## config.mk

```make
export PLATFORM = sky130hd
export DESIGN_NAME = fifo_goal_monitor
export DESIGN_NICKNAME = d
export VERILOG_FILES = /design/src/rtl/fifo_goal_pkg.sv /design/src/rtl/fifo_shadow_occ.sv /design/src/rtl/fifo_goal_monitor.sv
export SDC_FILE = /design/constraint.sdc
export NUM_CORES = 1
export LEC_CHECK = 0
export ABC_CLOCK_PERIOD_IN_PS = 2900
export BUFFER_PORTS_ARGS = -buffer_cell sky130_fd_sc_hd__buf_2
export CORE_AREA = 8 8 69 71
export DETAILED_ROUTE_END_ITERATION = 16
export DIE_AREA = 0 0 77 79
export PLACE_DENSITY = 0.77
export SKIP_LAST_GASP = 1
export SYNTH_ARGS = -nofsm -noshare
export SYNTH_HDL_FRONTEND = slang
export SYNTH_SLANG_ARGS = --single-unit
```

## constraint.sdc

```tcl
create_clock -name clk -period 2.9 [get_ports clk]
set_clock_uncertainty 0.15 [all_clocks]
set_input_delay 0.435 -clock clk [delete_from_list [all_inputs] [get_ports clk]]
set_output_delay 0.435 -clock clk [all_outputs]
set_load 0.01 [all_outputs]
```

## src/rtl/fifo_goal_pkg.sv

```systemverilog
// Shared state encoding and reward constants for the FIFO goal-seeking episode monitor.
// Combinational definitions only: no latency and no backpressure.
package fifo_goal_pkg;

  typedef enum logic [1:0] {
    IDLE       = 2'd0,
    SEEK_FULL  = 2'd1,
    SEEK_EMPTY = 2'd2,
    DONE       = 2'd3
  } state_t;

  localparam logic signed [7:0] R_STEP    = -8'sd1;
  localparam logic signed [7:0] R_FULL    =  8'sd10;
  localparam logic signed [7:0] R_EMPTY   =  8'sd20;
  localparam logic signed [7:0] R_ILLEGAL = -8'sd5;
  localparam logic signed [7:0] R_TIMEOUT = -8'sd20;

  localparam logic [7:0] ILLEGAL_MAX = 8'd255;

endpackage

```

## src/rtl/fifo_shadow_occ.sv

```systemverilog
// Shadow FIFO occupancy: saturating occ register, an illegal-action flag and the raw next occupancy.
// occ updates one cycle after an enabled action; flag and next_occ are combinational; no backpressure.
module fifo_shadow_occ
  import fifo_goal_pkg::*;
#(
  parameter int DEPTH     = 8,
  parameter int LOG2DEPTH = 3
) (
  input  logic                 clk,
  input  logic                 rst,
  input  logic                 i_clr,
  input  logic                 i_en,
  input  logic                 i_push,
  input  logic                 i_pop,
  output logic                 o_illegal,
  output logic [LOG2DEPTH:0]   o_next_occ
);

  localparam int OW = LOG2DEPTH + 1;
  localparam logic [LOG2DEPTH:0] OCC_MAX = OW'(DEPTH);
  localparam logic [LOG2DEPTH:0] OCC_ONE = OW'(1);

  logic [LOG2DEPTH:0] r_occ;
  logic               w_inc;
  logic               w_dec;

  assign w_inc = i_push & ~i_pop;
  assign w_dec = i_pop & ~i_push;

  // Raw next value wraps on purpose; the saturated value is simply "hold" when the action is illegal.
  always_comb begin
    o_next_occ = r_occ;
    if (w_inc) begin
      o_next_occ = r_occ + OCC_ONE;
    end else if (w_dec) begin
      o_next_occ = r_occ - OCC_ONE;
    end
  end

  assign o_illegal = (w_inc && (r_occ == OCC_MAX)) || (w_dec && (r_occ == '0));

  always_ff @(posedge clk) begin
    if (rst || i_clr) begin
      r_occ <= '0;
    end else if (i_en && !o_illegal) begin
      r_occ <= o_next_occ;
    end
  end

endmodule

```

## src/rtl/fifo_goal_monitor.sv

```systemverilog
// Episode FSM and per-step reward for an agent driving a FIFO to full then empty; all outputs registered.
// One-cycle latency from sampled inputs; no backpressure, every cycle is observed.
module fifo_goal_monitor
  import fifo_goal_pkg::*;
#(
  parameter int DEPTH     = 8,
  parameter int LOG2DEPTH = 3,
  parameter int MAX_STEPS = 64,
  parameter int STEP_W    = 8
) (
  input  logic                 clk,
  input  logic                 rst,
  input  logic                 start,
  input  logic                 ack,
  input  logic                 push,
  input  logic                 pop,
  input  logic [LOG2DEPTH:0]   count,
  input  logic                 full_posedge,
  input  logic                 empty_posedge,
  output logic [1:0]           state,
  output logic signed [7:0]    reward,
  output logic                 reward_valid,
  output logic [STEP_W-1:0]    step_cnt,
  output logic                 done,
  output logic                 goal_met,
  output logic                 timeout,
  output logic [7:0]           illegal_cnt,
  output logic                 cnt_err
);

  localparam logic [STEP_W-1:0] STEP_LAST = STEP_W'(MAX_STEPS - 1);
  localparam logic [STEP_W-1:0] STEP_ONE  = STEP_W'(1);

  state_t              r_state;
  state_t              w_next_state;
  logic signed [7:0]   r_reward;
  logic                r_reward_vld;
  logic [STEP_W-1:0]   r_step;
  logic                r_done;
  logic                r_goal_met;
  logic                r_timeout;
  logic [7:0]          r_illegal_cnt;
  logic                r_cnt_err;

  logic                w_seek;
  logic                w_start_go;
  logic                w_full_goal;
  logic                w_empty_goal;
  logic                w_timeout;
  logic                w_illegal;
  logic [LOG2DEPTH:0]  w_next_occ;
  logic signed [7:0]   w_reward;

  fifo_shadow_occ #(
    .DEPTH     (DEPTH),
    .LOG2DEPTH (LOG2DEPTH)
  ) u_shadow (
    .clk        (clk),
    .rst        (rst),
    .i_clr      (w_start_go),
    .i_en       (w_seek),
    .i_push     (push),
    .i_pop      (pop),
    .o_illegal  (w_illegal),
    .o_next_occ (w_next_occ)
  );

  assign w_seek       = (r_state == SEEK_FULL) || (r_state == SEEK_EMPTY);
  assign w_start_go   = (r_state == IDLE) && start;
  assign w_full_goal  = (r_state == SEEK_FULL) && full_posedge;
  assign w_empty_goal = (r_state == SEEK_EMPTY) && empty_posedge;
  // A goal reached on the last budgeted step counts as a goal, not a timeout.
  assign w_timeout    = w_seek && !w_full_goal && !w_empty_goal && (r_step == STEP_LAST);

  always_comb begin
    w_next_state = r_state;
    case (r_state)
      IDLE:       if (start) w_next_state = SEEK_FULL;
      SEEK_FULL:  if (w_full_goal) w_next_state = SEEK_EMPTY;
                  else if (w_timeout) w_next_state = DONE;
      SEEK_EMPTY: if (w_empty_goal || w_timeout) w_next_state = DONE;
      DONE:       if (ack) w_next_state = IDLE;
      default:    w_next_state = IDLE;
    endcase
  end

  always_comb begin
    w_reward = R_STEP;
    if (w_full_goal)  w_reward = w_reward + R_FULL;
    if (w_empty_goal) w_reward = w_reward + R_EMPTY;
    if (w_illegal)    w_reward = w_reward + R_ILLEGAL;
    if (w_timeout)    w_reward = w_reward + R_TIMEOUT;
  end

  always_ff @(posedge clk) begin
    if (rst) begin
      r_state       <= IDLE;
      r_reward      <= '0;
      r_reward_vld  <= 1'b0;
      r_step        <= '0;
      r_done        <= 1'b0;
      r_goal_met    <= 1'b0;
      r_timeout     <= 1'b0;
      r_illegal_cnt <= '0;
      r_cnt_err     <= 1'b0;
    end else begin
      r_state      <= w_next_state;
      r_done       <= (w_next_state == DONE);
      r_reward_vld <= w_seek;
      r_reward     <= w_seek ? w_reward : 8'sd0;
      if (w_start_go) begin
        r_step        <= '0;
        r_illegal_cnt <= '0;
        r_goal_met    <= 1'b0;
        r_timeout     <= 1'b0;
        r_cnt_err     <= 1'b0;
      end else if (w_seek) begin
        if (r_step != '1) r_step <= r_step + STEP_ONE;
        if (w_illegal && (r_illegal_cnt != ILLEGAL_MAX)) r_illegal_cnt <= r_illegal_cnt + 8'd1;
        if (count != w_next_occ) r_cnt_err <= 1'b1;
        if (w_empty_goal) r_goal_met <= 1'b1;
        if (w_timeout) r_timeout <= 1'b1;
      end
    end
  end

  assign state        = r_state;
  assign reward       = r_reward;
  assign reward_valid = r_reward_vld;
  assign step_cnt     = r_step;
  assign done         = r_done;
  assign goal_met     = r_goal_met;
  assign timeout      = r_timeout;
  assign illegal_cnt  = r_illegal_cnt;
  assign cnt_err      = r_cnt_err;

endmodule

```

==> run_results.csv <==
group,metric,value,unit
run_status,status,"finished clean",
route,avgRoutedWirePerCell,12.7,um
worst_hold_path,min_path_cells,2,
synth,ys_top_cells_by_area,"dfxtp_1 35%, ha_1 9.8%, xnor2_1 7.3%, nor2_1 5.7%, inv_1 2.7%",
timing,tightest_slew,0.763,ns
global_route,grt_use_total,0.135,
synth,synth_most_common_cell,"dfxtp_1",
cells_and_area,synthToLayoutAreaGrowth,15.5,%
synth,synth_top_family_by_area,"simple AND/OR/NAND/NOR gates",
synth,syn_avg_cell_area,8.89,sq um
timing,tns,0,ns
place,dp.cells,300,
synth,synthAdderAreaFrac,0.109,
synth,ys.flop_type,"dfxtp_1",
route,vias,1585,
synth,netlist_area,1910,sq um
timing,max_freq,0.446,GHz
die,core_area,3800,sq um
critical_path,slowest_delay,0.45,ns
place,portBuffers,42,
critical_path,crit_slowest_cell,"dfxtp_1",
global_route,grt_pass1_wl,6.93,mm
critical_path,reg2reg_depth,7,
clock_tree,clock_path_buffers,2,
synth,ys_seq_area_frac,0.346,
synth,synth_compound_area_frac,0.124,
cells_and_area,drive_gt1_frac,0.238,
worst_hold_path,hp-class,"input port to flip-flop",
clock_tree,cts-root-buf,"clkbuf_8",
critical_path,crit_path_start_kind,"flip-flop",
power_and_ir_drop,p_leak,0.952,nW
synth,ys_top_cells_by_count,"33 x dfxtp_1, 29 x nor2_1, 16 x xnor2_1, 15 x ha_1, 14 x inv_1",
synth,muxShareOfSynthArea,0.0209,
critical_path,reg2reg_from,"state[0]",
clock_tree,htreeDepth,2,
critical_path,cp.buffers_inverters,1,
clock_tree,clk_latency,0.28,ns
die,die-area,6080,sq um
clock_tree,cts_buffers,5,
synth,yosysTopAreaCellShare,0.346,
timing,rsz0062_at_grt,"no",
synth,synth_warnings,0,
clock_tree,cts_sinks,33,
critical_path,crit_fanout,7,
worst_hold_path,hold_end,"done",
clock_tree,hold_buffers,0,
route,vias_per_cell,5.18,
cells_and_area,instances_no_fill,306,
synth,async_reset_ff_frac,0,
die,die_width,77,um
global_route,grt_pass1_vias,1567,
route,routed_wl,3.88,mm
critical_path,crit_required,2.92,ns
route,drt_first_pass_iters,4,
critical_path,critPathTopFamily,"simple AND/OR/NAND/NOR gates",
route,drc,0,
place,gp_congestion,0.839,
power_and_ir_drop,irDropWorstVdd,0.392,mV
timing,finalHoldViolCount,0,
synth,synthDistinctLibCells,49,
cells_and_area,diodes,0,
timing,relSlewSlack,0.491,
die,die_h,79,um
die,row_count,23,
synth,synth-simple-area-share,0.240,
critical_path,cp-end-kind,"flip-flop",
global_route,grt.overflow.total,0,
synth,synth_edf_count,0,
timing,setup_violations,0,
worst_hold_path,min_from,"rst",
synth,yosys_register_bits,33,
die,io_pins,43,
synth,synth_xor_area_frac,0.103,
die,start_util,0.503,
clock_tree,ctsResizeCount,0,
place,hpwl,2.91,mm
global_route,grt_max_degree,24,
timing,slew_viol_final,0,
critical_path,rrSetupSlack,0.66,ns
timing,min_period_over_period,0.774,
route,ant_nets,0,
synth,yosysTopAreaCell,"dfxtp_1",
critical_path,path_cells,"inv_1 > ha_1 > and2_4 > nor4_4 > and2_1 > mux2i_1 > nor2_1",
critical_path,worstPathArrival,2.26,ns
cells_and_area,nets,285,
global_route,antenna_found_initial,0,
synth,synthesis.nets,243,
power_and_ir_drop,cellPowerDensity,748,nW/um^2
critical_path,rr_endpoint,"reward[3]",
clock_tree,postCtsSetupBuffers,0,
clock_tree,cts_tree,"built",
flow_run,drv_cap,0,
synth,syn-instance-count,215,
timing,post-route-min-period,2.24,ns
route,first_iter_violations,73,
clock_tree,clk_pin_slew,0.07,ns
critical_path,critPathKind,"flip-flop to flip-flop",
-- stage by stage --
step	power [mW]	setup WS, ns	util	cell area (sq um)	hold WS [ns]
global route	1.80	0.441	0.581	2210	0.254
finish	1.65	0.656	0.581	2210	0.256
detailed placement	1.35	0.595	0.562	2130	0.303
floorplan	1.16	0.788	-	1910	0.345
CTS	1.67	0.631	0.581	2210	0.250
global placement	1.35	0.621	0.562	2130	0.292
-- layout make-up --
cell class	count	area (sq um)
clock buffer	5	68.8
clock inverter	1	5.00
fill	360	1590
inverter	14	52.6
multi-input combinational	160	1140
sequential	33	661
tap	50	62.6
timing repair buffer	43	218
-- power by group --
group | leakage [nW] | switching [mW] | total, mW | internal (mW)
logic | 0.644 | 0.443 | 0.740 | 0.298
clock network | 0.0399 | 0.155 | 0.312 | 0.158
registers | 0.268 | 0.0607 | 0.599 | 0.538
-- logic make-up after synthesis --
kind of cell,Yosys count
multiplexers,4
XOR/XNOR,21
AO/OA/AOI/OAI,32
buffers and inverters,22
AND/OR/NAND/NOR,87
adder cells (fa/ha/maj),16
flip-flops,33
-- cells in the final DEF, fill, tap and decap left out, drive strengths merged, types with 3 or more instances in the layout --
cell,instances
buf,43
dfxtp,33
nor2,29
xnor2,16
ha,15
inv,14
nand2,13
nor3,11
nand3,10
a21oi,8
o21ai,8
nor2b,6
clkbuf,5
nor4,5
mux2i,4
xor2,4
nand2b,3
and2,3
-- layer usage --
layer	global-route usage	wire (um)	up-vias
met2	0.234	1830	35
met5	0	0	-
met1	0.151	1790	734
met4	0.0491	43	0
li1	-	-	812
met3	0.0485	211	4
-- registers in the layout (all words and copies together), names as in the netlist --
name and cells:
reward_valid 1, illegal_cnt 8, done 1, timeout 1, goal_met 1, u_shadow.r_occ 4
reward 6, step_cnt 8, state 2, cnt_err 1
-- worst max-delay path by stage --
stage                 to  slack, ns      from  cells after the start
3_3_place_gp   reward[2]       0.62      push                      6
3_5_place_dp   reward[2]       0.60      push                      6
5_1_grt        reward[3]       0.44  state[0]                      7
6_report       reward[3]       0.66  state[0]                      7
4_1_cts        reward[3]       0.63  state[0]                      7
2_1_floorplan  reward[3]       0.79  state[0]                      9
No activity file was read; power rests on OpenSTA's default activity.
